$ cat config.mk
export PLATFORM = sky130hd
export DESIGN_NAME = flow_pulse_generator
export DESIGN_NICKNAME = d
export VERILOG_FILES = /design/src/rtl/flow_pkg.sv /design/src/rtl/flow_pulse_shaper.sv /design/src/rtl/flow_pulse_generator.sv
export SDC_FILE = /design/constraint.sdc
export NUM_CORES = 1
export LEC_CHECK = 0
export CAP_MARGIN = 20
export CORE_AREA = 3 3 225 227
export DETAILED_ROUTE_END_ITERATION = 8
export DIE_AREA = 0 0 228 230
export PLACE_DENSITY = 0.62
export SLEW_MARGIN = 5
export SYNTH_ARGS = -nofsm -noshare
export SYNTH_HDL_FRONTEND = slang
export SYNTH_SLANG_ARGS = --single-unit
$ cat constraint.sdc
create_clock -name clk -period 28.3 [get_ports clk]
set_clock_uncertainty 0.2 [all_clocks]
set_input_delay 5.66 -clock clk [delete_from_list [all_inputs] [get_ports clk]]
set_output_delay 5.66 -clock clk [all_outputs]
set_load 0.03 [all_outputs]
$ cat src/rtl/flow_pkg.sv
// Shared types and constants for the flow pulse generator and its receive-side counter.
package flow_pkg;

  typedef enum logic [1:0] {
    IDLE  = 2'd0,
    RUN   = 2'd1,
    DRAIN = 2'd2,
    DONE  = 2'd3
  } state_t;

  localparam int ML_PER_LITER = 1000;
  localparam int THRESH_W     = 36;
  localparam int ACC_W        = 40;

  localparam logic [1:0] ERR_NONE    = 2'd0;
  localparam logic [1:0] ERR_CFG     = 2'd1;
  localparam logic [1:0] ERR_OVERRUN = 2'd2;

  // One pulse is owed each time rate*ppl accumulates to ml/l * clock Hz.
  function automatic logic [THRESH_W-1:0] thresh_of(input longint unsigned clock_freq);
    return THRESH_W'(clock_freq * 64'(ML_PER_LITER));
  endfunction

endpackage

$ cat src/rtl/flow_pulse_shaper.sv
// Turns owed-pulse requests into fixed-width pulses separated by a minimum low time.
module flow_pulse_shaper
  import flow_pkg::*;
#(
  parameter int HIGH_CYCLES    = 100,
  parameter int LOW_MIN_CYCLES = 100,
  parameter int PENDING_WIDTH  = 8
) (
  input  logic                     clk,
  input  logic                     rst,
  input  logic                     inc_pending,
  input  logic                     clear,
  input  logic                     flush,
  input  logic                     kill,
  output logic                     free,
  output logic                     pulse_start,
  output logic                     flow_pulse,
  output logic                     overrun,
  output logic [PENDING_WIDTH-1:0] pending
);

  localparam int TMAX = (HIGH_CYCLES > LOW_MIN_CYCLES) ? HIGH_CYCLES : LOW_MIN_CYCLES;
  localparam int TW   = $clog2(TMAX + 1);

  logic [TW-1:0] hi_cnt;
  logic [TW-1:0] lo_cnt;
  logic          pend_full;
  logic          pend_nz;

  assign pend_nz     = |pending;
  assign pend_full   = &pending;
  assign free        = ~flow_pulse & (lo_cnt == '0);
  assign pulse_start = free & pend_nz & ~clear & ~flush & ~kill;

  always_ff @(posedge clk) begin
    if (rst) begin
      flow_pulse <= 1'b0;
      hi_cnt     <= '0;
      lo_cnt     <= '0;
      pending    <= '0;
      overrun    <= 1'b0;
    end else begin
      // A killed pulse still owes its low time before the next one.
      if (kill) begin
        flow_pulse <= 1'b0;
        hi_cnt     <= '0;
        if (flow_pulse)
          lo_cnt <= TW'(LOW_MIN_CYCLES - 1);
        else if (lo_cnt != '0)
          lo_cnt <= lo_cnt - 1'b1;
      end else if (flow_pulse) begin
        if (hi_cnt == '0) begin
          flow_pulse <= 1'b0;
          lo_cnt     <= TW'(LOW_MIN_CYCLES - 1);
        end else begin
          hi_cnt <= hi_cnt - 1'b1;
        end
      end else if (pulse_start) begin
        flow_pulse <= 1'b1;
        hi_cnt     <= TW'(HIGH_CYCLES - 1);
      end else if (lo_cnt != '0) begin
        lo_cnt <= lo_cnt - 1'b1;
      end

      if (clear) begin
        pending <= '0;
        overrun <= 1'b0;
      end else if (flush | kill) begin
        pending <= '0;
      end else if (inc_pending & ~pulse_start) begin
        if (pend_full)
          overrun <= 1'b1;
        else
          pending <= pending + 1'b1;
      end else if (~inc_pending & pulse_start) begin
        pending <= pending - 1'b1;
      end
    end
  end

endmodule

$ cat src/rtl/flow_pulse_generator.sv
// Synthesises a flow-sensor pulse train from a commanded ml/s rate and a pulses-per-liter calibration.
//   state | meaning
//   IDLE  | waiting for start; calibration checked here
//   RUN   | accumulating rate*ppl, creating owed pulses
//   DRAIN | no new pulses; finishing owed/in-flight pulse and its low time
//   DONE  | burst complete; waits for start to drop
module flow_pulse_generator
  import flow_pkg::*;
#(
  parameter int CLOCK_FREQ           = 50000000,
  parameter int PULSES_PER_LITER     = 450,
  parameter int PULSE_HIGH_CYCLES    = 100,
  parameter int PULSE_LOW_MIN_CYCLES = 100,
  parameter int PENDING_WIDTH        = 8
) (
  input  logic        clk,
  input  logic        rst,
  input  logic        enable,
  input  logic        start,
  input  logic        stop,
  input  logic [15:0] rate_ml_per_sec,
  input  logic [15:0] calibration_factor,
  input  logic        use_custom_calibration,
  input  logic        burst_mode,
  input  logic [31:0] burst_pulses,
  output logic        flow_pulse,
  output logic [31:0] pulses_sent,
  output logic        busy,
  output logic        done,
  output logic        overrun,
  output logic        cfg_error
);

  localparam logic [ACC_W-1:0] THRESH = ACC_W'(thresh_of(64'(CLOCK_FREQ)));

  state_t                   state;
  logic [ACC_W-1:0]         acc;
  logic [ACC_W-1:0]         acc_sum;
  logic [15:0]              ppl_q;
  logic [15:0]              active_ppl;
  logic [31:0]              product;
  logic [31:0]              burst_q;
  logic [31:0]              sent_plus_pending;
  logic                     burst_mode_q;
  logic                     stopping;
  logic                     accept;
  logic                     burst_hit;
  logic                     run_go;
  logic                     inc_pending;
  logic                     flush;
  logic                     kill;
  logic                     free;
  logic                     pulse_start;
  logic [PENDING_WIDTH-1:0] pending;

  assign active_ppl        = use_custom_calibration ? calibration_factor : 16'(PULSES_PER_LITER);
  assign product           = 32'(rate_ml_per_sec) * 32'(ppl_q);
  assign acc_sum           = acc + ACC_W'(product);
  assign sent_plus_pending = pulses_sent + 32'(pending);
  assign burst_hit         = burst_mode_q & (sent_plus_pending == burst_q);
  assign accept            = enable & (state == IDLE) & start & ~stop & (active_ppl != '0);
  assign run_go            = enable & (state == RUN) & ~stop & ~burst_hit;
  assign inc_pending       = run_go & (acc_sum >= THRESH);
  assign flush             = enable & (state == RUN) & stop;
  assign kill              = ~enable;

  flow_pulse_shaper #(
    .HIGH_CYCLES   (PULSE_HIGH_CYCLES),
    .LOW_MIN_CYCLES(PULSE_LOW_MIN_CYCLES),
    .PENDING_WIDTH (PENDING_WIDTH)
  ) u_shaper (
    .clk        (clk),
    .rst        (rst),
    .inc_pending(inc_pending),
    .clear      (accept),
    .flush      (flush),
    .kill       (kill),
    .free       (free),
    .pulse_start(pulse_start),
    .flow_pulse (flow_pulse),
    .overrun    (overrun),
    .pending    (pending)
  );

  always_ff @(posedge clk) begin
    if (rst) begin
      state        <= IDLE;
      acc          <= '0;
      ppl_q        <= '0;
      burst_q      <= '0;
      burst_mode_q <= 1'b0;
      stopping     <= 1'b0;
      pulses_sent  <= '0;
      busy         <= 1'b0;
      done         <= 1'b0;
      cfg_error    <= 1'b0;
    end else begin
      if (pulse_start)
        pulses_sent <= pulses_sent + 32'd1;

      if (!enable) begin
        state <= IDLE;
        busy  <= 1'b0;
      end else begin
        case (state)
          IDLE: begin
            if (start && !stop) begin
              if (active_ppl != '0) begin
                state        <= RUN;
                busy         <= 1'b1;
                ppl_q        <= active_ppl;
                burst_mode_q <= burst_mode;
                burst_q      <= burst_pulses;
                pulses_sent  <= '0;
                acc          <= '0;
                done         <= 1'b0;
                cfg_error    <= 1'b0;
                stopping     <= 1'b0;
              end else begin
                cfg_error <= 1'b1;
              end
            end
          end
          RUN: begin
            if (stop) begin
              state    <= DRAIN;
              stopping <= 1'b1;
            end else if (burst_hit) begin
              state <= DRAIN;
            end else if (inc_pending) begin
              acc <= acc_sum - THRESH;
            end else begin
              acc <= acc_sum;
            end
          end
          DRAIN: begin
            if (pending == '0 && free) begin
              busy <= 1'b0;
              if (stopping) begin
                state <= IDLE;
              end else begin
                state <= DONE;
                done  <= 1'b1;
              end
            end
          end
          DONE: begin
            if (!start)
              state <= IDLE;
          end
          default: state <= IDLE;
        endcase
      end
    end
  end

endmodule

After elaboration in Yosys (flattened, before gate mapping)
Index checks and enable logic that the tools add are counted.
- order comparisons: 1
- add/subtract/negate cells: 8
- multiply operators: 1
- reduce and logical (&&, ||, !) cells: 29
- bitwise operators: 27
- mux-type cells: 47
- equal/unequal tests: 17
- operators with widths (operator ; count):
    $mux 40 ; 5
    $mux 32 ; 5
    $pmux 40 s2 ; 1
    $mux 7 ; 9
    $add 40x32->40 ; 1
    $ge 40x36->1 const B ; 1
    $sub 40x36->40 const B ; 1
    $add 32x1->32 const B ; 1
    $add 32x8->32 ; 1
    $eq 32x32->1 ; 1
    $mul 16x16->32 ; 1
    $mux 8 ; 3
    $and 1x1->1 ; 17
    $mux 16 ; 1
    $ne 2x2->1 const B ; 8
    $reduce_bool 16->1 ; 1
    $logic_not 7->1 ; 2
    $mux 2 ; 7
    $sub 7x1->7 const B ; 2
    $mux 1 ; 12
    $reduce_and 6->1 ; 2
    $reduce_and 10->1 ; 1
    $reduce_and 5->1 ; 2
    $ne 3x3->1 const B ; 3
    other kinds (22) ; 42
- logic and storage cells: 145
- output and inout port bits: 37
- bits in registers: 151
- input port bits: 71

Logic depth before layout (Yosys ltp)
Gate-level depths: netlist (run 1).
- word-level depth: 14
- gate-level depth with buffers: 42
- gate-level depth less buffers: 41

Modules after synthesis
Synthesis (run 1) repeated with hierarchy kept, for this count alone.
- cells, all modules: 2360
- area total of the unflattened synthesis: 19125.8 um^2
- modules (own cells, without submodules) (module ; times used ; cells an instance ; area each (um^2) ; sequential area each (um^2)):
    flow_pulse_generator ; 1 ; 2174 ; 17556.8 ; 2542.4
    flow_pulse_shaper ; 1 ; 186 ; 1569.0 ; 480.5

Worst setup path after synthesis (run 1)
No wires, ideal clock.
- path type: input to register
- start: in rate_ml_per_sec[0]
- end: reg u_shaper.pending[7]
- stages: 40
- data arrival time: 14.113 ns
- required time: 27.979 ns
- slack: 13.866 ns
- setup time: 0.121 ns
- buffers on the path: 2
- cell sequence: clkbuf_1 > nand2_1 > fa_1 > fa_1 > inv_1 > ha_1 > fa_1 > inv_1 > fa_1 > fa_1 > inv_1 > ha_1 > buf_4 > and3_4 > a221oi_4 > o21ai_0 > xnor2_1 > ha_1 > [4 not listed] > a21o_1 > or4b_1 > a21oi_2 > a41oi_4 > nand2b_4 > nor2_2 > inv_2 > ha_1 > a21o_1 > a21o_1 > a21o_1 > a21oi_1 > o21bai_1 > a21oi_1 > nand2_1 > o32ai_2 > xnor2_1 > nor2_1
- cells in the longest elaborated chain, start to end: 8
- elaborated cells between the ends (all ways): 11
- classes of those cells: 1 x add/sub; 1 x mul; 1 x order compare; 1 x eq/ne; 1 x mux; 4 x bitwise; 2 x reduce/logical
- RTL lines (element ; line ; RTL):
    start, declared ; flow_pulse_generator.sv:21 ; input logic [15:0] rate_ml_per_sec,
    $mul 16x16->32 * ; flow_pulse_generator.sv:57 ; assign product = 32'(rate_ml_per_sec) * 32'(ppl_q);
    $add 40x32->40 * ; flow_pulse_generator.sv:58 ; assign acc_sum = acc + ACC_W'(product);
    $ge 40x36->1 * ; flow_pulse_generator.sv:63 ; assign inc_pending = run_go & (acc_sum >= THRESH);
    $and 1x1->1 * ; flow_pulse_generator.sv:63 ;
    $not 1->1 ; flow_pulse_shaper.sv:75 ; end else if (~inc_pending & pulse_start) begin
    $and 1x1->1 ; flow_pulse_shaper.sv:75 ;
    $reduce_bool 2->1 (no source line) ; n/a ;
    $reduce_and 2->1 (no source line) ; n/a ;
    end signal, assigned ; flow_pulse_shaper.sv:74 ; pending <= pending + 1'b1;
    end signal, assigned ; flow_pulse_shaper.sv:76 ; pending <= pending - 1'b1;
    end, declared ; flow_pulse_shaper.sv:19 ; output logic [PENDING_WIDTH-1:0] pending
Mark *: on every way between the ends. The rest lies on a longest branch, timed or not.
A chain may end at the register's enable or synchronous reset.

Final worst setup path (run 1)
- start: in rate_ml_per_sec[1]
- end: reg u_shaper.pending[7]
Same word-level chain as after synthesis.

==> run summary, run 1 <==
worst skew pair latency = 0.46 ns
CP arrival = 16.14 ns
DR top layer = met4
CP max FO = 22
Routed WL per cell = 16.53 µm
DR WL met2 = 22720 µm
top cells by count, synth = inv_1 (372), nand2_1 (288), fa_1 (228)
largest cells by area after synthesis = fa_1 (25%), dfxtp_1 (16%), ha_1 (8.8%)
FP Rows = 81
Top FF cell, synth = dfxtp_1
CTS buffer count = 17
DR vias/cell = 5.097
clock root cell = clkbuf_16
first-pass iteration count of the detailed router = 5
Setup crit start kind = input pin
nets@finish = 2702
diode count = 0
total number of yosys warnings = 0
Residual DRC = 0
TritonCTS sink count = 151
first-pass GRT wire length = 83360 µm
Slew HR = 0.3139
first-iteration detailed-routing DRC count = 835
CTS tree = done
status = finished, final reports clean
top-count cell post-synth = inv_1
top cell type's share of synthesized area = 0.2468
post-synthesis register bit count = 151
Final setup viols = 0
Synth Cell Area = 18490 µm²
PostCTS Resize Cnt = 0
Boundary Pins = 108
unrepaired setup endpoints after global routing = false
EDFF count, synth = 0
Sum Neg Setup Slack = 0 ns
pin count of the biggest net entering global routing = 69
CP peak stage delay = 0.70 ns
CP max stage cell = clkdlybuf4s50_1
Netlist cell types = 91
kind of critical path = input pin to flip-flop
multi-input combinational cell area = 13690 µm²
total area of sequential cells = 3023 µm²
Min Clock Period, post-route = 16.00 ns
Syn Inst Count = 2241
ANT nets after route = 0
CTS hold repair buffers = 0
setup bufs post-CTS = 0
final worst-path cycle share = 0.5654
final wirelength = 48770 µm
met1 WL = 23440 µm
CTS Buffer Depth = 2
synthesized area per cell = 8.252 µm²
area grow syn2layout = 11.57%
Leakage = 9.278 nW
grt ovf = 0
sequential fraction of the synthesis area = 0.1635
VDD IR max = 48.52 µV
Detail Route met3 WL = 1651 µm
crit end category = flip-flop
via count = 15040
Worst EP required = 28.44 ns
PD cells = 30.77 nW/µm²
clk slew on worst S/H paths = 0.07 ns
gr usage total = 0.1929
vias in the first global route = 15680
pins over their slew limit = 0
die area = 52440 µm²
HPWL Detailed = 39180 µm
initial antenna violation count = 0
initial core utilization = 0.3786
hold crit path type = flip-flop to flip-flop
post-layout utilization of the core = 0.4224
routability congestion estimate = 0.9245
worst reg-to-reg setup slack = 17.75 ns
max cap viols = 0
fmax = 0.06249 GHz
Die H = 230 µm
endpoints failing hold = 0
Core Region = 48850 µm²
leading area contributor after synthesis = fa_1
Worst Tran Pin Value = 1.020 ns
Buffers on Ports = 107
H-tree depth = 4
Die X = 228 µm
cell mode on critical path = fa_1
share of synthesized registers carrying an async set or reset = 0
fill cell count = 4957
Synthesized Nets = 2670
share of cells above drive strength 1 = 0.03412
==> metrics by stage <==
stage	hold slack (ns)	worst slack, ns	instance area (µm²)	cells	total power [W]
detailed placement	0.2453	11.88	20060	2918	0.0004092
floorplan	0.2366	13.87	18490	2241	0.0003559
CTS	0.2543	12.32	20630	2950	0.0006401
global placement	0.2389	12.09	20060	2918	0.0004067
global route	0.2841	11.69	20630	2950	0.0006728
finish	0.2525	12.30	20630	2950	0.0006350
==> cell usage in the layout, fill, tap and decap left out, drive strengths merged, types with 20 or more instances in the layout <==
cell type	n
xor2	67
nand3	43
and2	122
nand4	32
a21oi	114
nor2	138
nand2	288
dfxtp	151
a21o	27
clkdlybuf4s50	106
a22o	29
fa	228
ha	130
inv	381
o21ai	45
xnor2	72
or3	20
nor3	35
==> flip-flops by register name, indices dropped and copies added (netlist names) <==
register / cells
ppl_q: 16
burst_q: 32
cfg_error: 1
busy: 1
u_shaper.lo_cnt: 7
burst_mode_q: 1
done: 1
u_shaper.hi_cnt: 7
state: 2
u_shaper.pending: 8
u_shaper.flow_pulse: 1
u_shaper.overrun: 1
pulses_sent: 32
acc: 40
stopping: 1
==> power by group <==
group / total (W) / internal [W] / switching, W
registers: 0.000228 / 0.000219 / 0.00000915
logic: 0.000178 / 0.0000707 / 0.000107
clock network: 0.000229 / 0.000119 / 0.000110
==> critical path, delay by kind of cell <==
family,cells,cell delay [ns]
xor+xnor,2,0.64
buf+inv,6,1.01
simple gates,10,2.31
compound gates,13,2.69
fa+ha+maj,9,3.81
==> per-layer routing <==
layer  up-vias  global-route usage
met1      7372              0.2682
met3        59             0.02156
li1       7280                   -
met2       325              0.3183
met4         0             0.05466
met5         -                   0
==> cells by family after synthesis <==
| family | share of synthesized area |
|---|---|
| simple gates | 0.2062 |
| compound gates | 0.1237 |
| flops | 0.1635 |
| xor+xnor | 0.06583 |
| mux | 0.008254 |
| fa+ha+maj | 0.3348 |
| buf+inv | 0.09770 |
==> layout make-up <==
type	instances	area share
Tap cell	664	0.04027
Inverter	373	0.06786
Clock inverter	14	0.006671
Clock buffer	18	0.02129
Sequential cell	151	0.1465
Timing Repair Buffer	113	0.05385
Multi-Input combinational cell	1617	0.6636
==> worst paths after layout <==
check,start,end,depth (start not counted)
setup / recovery,rate_ml_per_sec[1],u_shaper.pending[7]$_SDFFE_PP0P_,40
hold / removal,cfg_error$_SDFFE_PP0P_,cfg_error$_SDFFE_PP0P_,2
setup reg to reg,ppl_q[6]$_SDFFE_PP0P_,u_shaper.pending[7]$_SDFFE_PP0P_,39
hold reg to reg,cfg_error$_SDFFE_PP0P_,cfg_error$_SDFFE_PP0P_,2
Power figures use the tool's default switching activity.
==> run 2, diff against run 1 <==
==> constraint.sdc (replaced) <==
create_clock -name clk -period 16.5 [get_ports clk]
set_clock_uncertainty 0.2 [all_clocks]
set_input_delay 3.3 -clock clk [delete_from_list [all_inputs] [get_ports clk]]
set_output_delay 3.3 -clock clk [all_outputs]
set_load 0.03 [all_outputs]
==> run 2 against run 1 <==
Compared with the run above: clock-buffer cell count decreased by 1; non-clock buffer count is the same; utilization barely moved; die area is the same; critical endpoint unchanged; largest power group unchanged.
==> run summary, run 2 (synthesis results as in run 1) <==
status = finished, final reports clean
commonest non-fill, non-tap cell in the layout = inv_1
first-iteration detailed-routing DRC count = 823
setup bufs post-CTS = 0
CTS Buffer Depth = 2
CP peak stage delay = 0.70 ns
Worst Hold Endpoint = cfg_error$_SDFFE_PP0P_
Detail Route met3 WL = 1772 µm
ANT nets after route = 0
Die H = 230 µm
nets@finish = 2702
max cap viols = 0
pins over their slew limit = 0
FP Rows = 81
hold path startpoint = cfg_error$_SDFFE_PP0P_
Residual DRC = 0
unrepaired setup endpoints after global routing = false
final wirelength = 48420 µm
worst skew pair latency = 0.46 ns
DR vias/cell = 5.104
Slew HR = 0.3467
Largest regs = acc x40, burst_q x32, pulses_sent x32
Worst Hold Path Cells = 2
first-pass iteration count of the detailed router = 5
endpoints failing hold = 0
Die X = 228 µm
R2R Path Start = ppl_q[6]$_SDFFE_PP0P_
max FFs per register = 40
pre-CTS setup slack = 2.463 ns
Sum Neg Setup Slack = 0 ns
Worst EP required = 16.64 ns
switch share = 0.3479
PD cells = 52.84 nW/µm²
CTS tree = done
clock root cell = clkbuf_16
kind of critical path = input pin to flip-flop
share of cells above drive strength 1 = 0.03370
first-pass GRT wire length = 82960 µm
Post-Layout Cell Count = 2949
Boundary Pins = 108
Buffers on Ports = 107
met1 WL = 23010 µm
Min Clock Period, post-route = 13.58 ns
H-tree depth = 4
clk slew on worst S/H paths = 0.07 ns
part of the power in the clock network = 0.362
crit end category = flip-flop
Final setup viols = 0
area grow syn2layout = 11.63%
final worst-path cycle share = 0.8230
gr usage total = 0.1913
CP arrival = 13.72 ns
via count = 15050
worst reg-to-reg setup slack = 6.02 ns
Core Region = 48850 µm²
Leakage = 9.281 nW
vias in the first global route = 15720
pin count of the biggest net entering global routing = 69
routability congestion estimate = 0.9249
Psw = 0.0003795 W
initial antenna violation count = 0
DR top layer = met4
CP max FO = 22
CTS hold repair buffers = 0
post-layout utilization of the core = 0.4226
multi-input combinational cell area = 13690 µm²
end of the worst register-to-register path = u_shaper.pending[7]$_SDFFE_PP0P_
hold_ws = 0.2543 ns
total area of sequential cells = 3023 µm²
Largest Register = acc
Setup crit start kind = input pin
Internal = 0.0007114 W
DR WL met2 = 22700 µm
hold crit path type = flip-flop to flip-flop
fmax = 0.07364 GHz
die area = 52440 µm²
VDD IR max = 49.46 µV
cell mode on critical path = fa_1
register share of total power = 0.359
placed insts = 2918
reg2reg path depth = 39
CTS buffer count = 17
Comb power frac = 0.279
diode count = 0
most frequent cells in the layout = inv_1 (372), nand2_1 (288), fa_1 (228)
TritonCTS sink count = 151
fill cell count = 4970
PostCTS Resize Cnt = 0
Routed WL per cell = 16.42 µm
Worst Tran Pin Value = 0.9799 ns
HPWL Detailed = 39030 µm
CP max stage cell = clkdlybuf4s50_1
post-route setup slack = 2.920 ns
grt ovf = 0
initial core utilization = 0.3786
-- run 2: cell type report --
class | instances | share of cell area
inverters | 373 | 0.06782
well taps | 664 | 0.04024
clock buffers | 17 | 0.02061
clock inverters | 14 | 0.007879
multi-input cells | 1617 | 0.6632
repair buffers | 113 | 0.05382
flip-flops and latches | 151 | 0.1464
-- run 2: layer usage --
layer  track usage  vias up
li1              -     7275
met1        0.2657     7430
met2        0.3145      286
met3       0.02540       62
met4       0.05091        0
met5             0        -
-- run 2: critical path, delay by kind of cell --
family / cells / cell delay, ns
compound gates: 13 / 2.69
xor+xnor: 2 / 0.63
buf+inv: 6 / 1.02
fa+ha+maj: 9 / 3.78
simple gates: 10 / 2.30
-- run 2: power groups by stage --
stage / sequential [W] / clock (W) / combinational, W
after global placement: 0.000399 / 0 / 0.000298
final: 0.000392 / 0.000395 / 0.000304
after global routing: 0.000393 / 0.000419 / 0.000346
after detailed placement: 0.000400 / 0 / 0.000301
after CTS: 0.000392 / 0.000405 / 0.000306
after floorplan: 0.000392 / 0 / 0.000218
-- run 2: per-stage QoR --
stage	instance area [µm²]	power (W)
2_1_floorplan	18490	0.0006105
3_3_place_gp	20060	0.0006976
3_5_place_dp	20060	0.0007011
4_1_cts	20640	0.001103
5_1_grt	20640	0.001159
6_report	20640	0.001091
-- run 2: worst max path at each step --
stage,startpoint,end,slack [ns],cells after the start
after floorplan,rate_ml_per_sec[0],u_shaper.pending[7]$_SDFFE_PP0P_,4.43,40
after global placement,rate_ml_per_sec[1],u_shaper.pending[7]$_SDFFE_PP0P_,2.66,40
after detailed placement,rate_ml_per_sec[1],u_shaper.pending[7]$_SDFFE_PP0P_,2.46,40
after CTS,rate_ml_per_sec[1],u_shaper.pending[7]$_SDFFE_PP0P_,2.90,40
after global routing,rate_ml_per_sec[1],u_shaper.pending[7]$_SDFFE_PP0P_,2.14,40
final,rate_ml_per_sec[1],u_shaper.pending[7]$_SDFFE_PP0P_,2.92,40
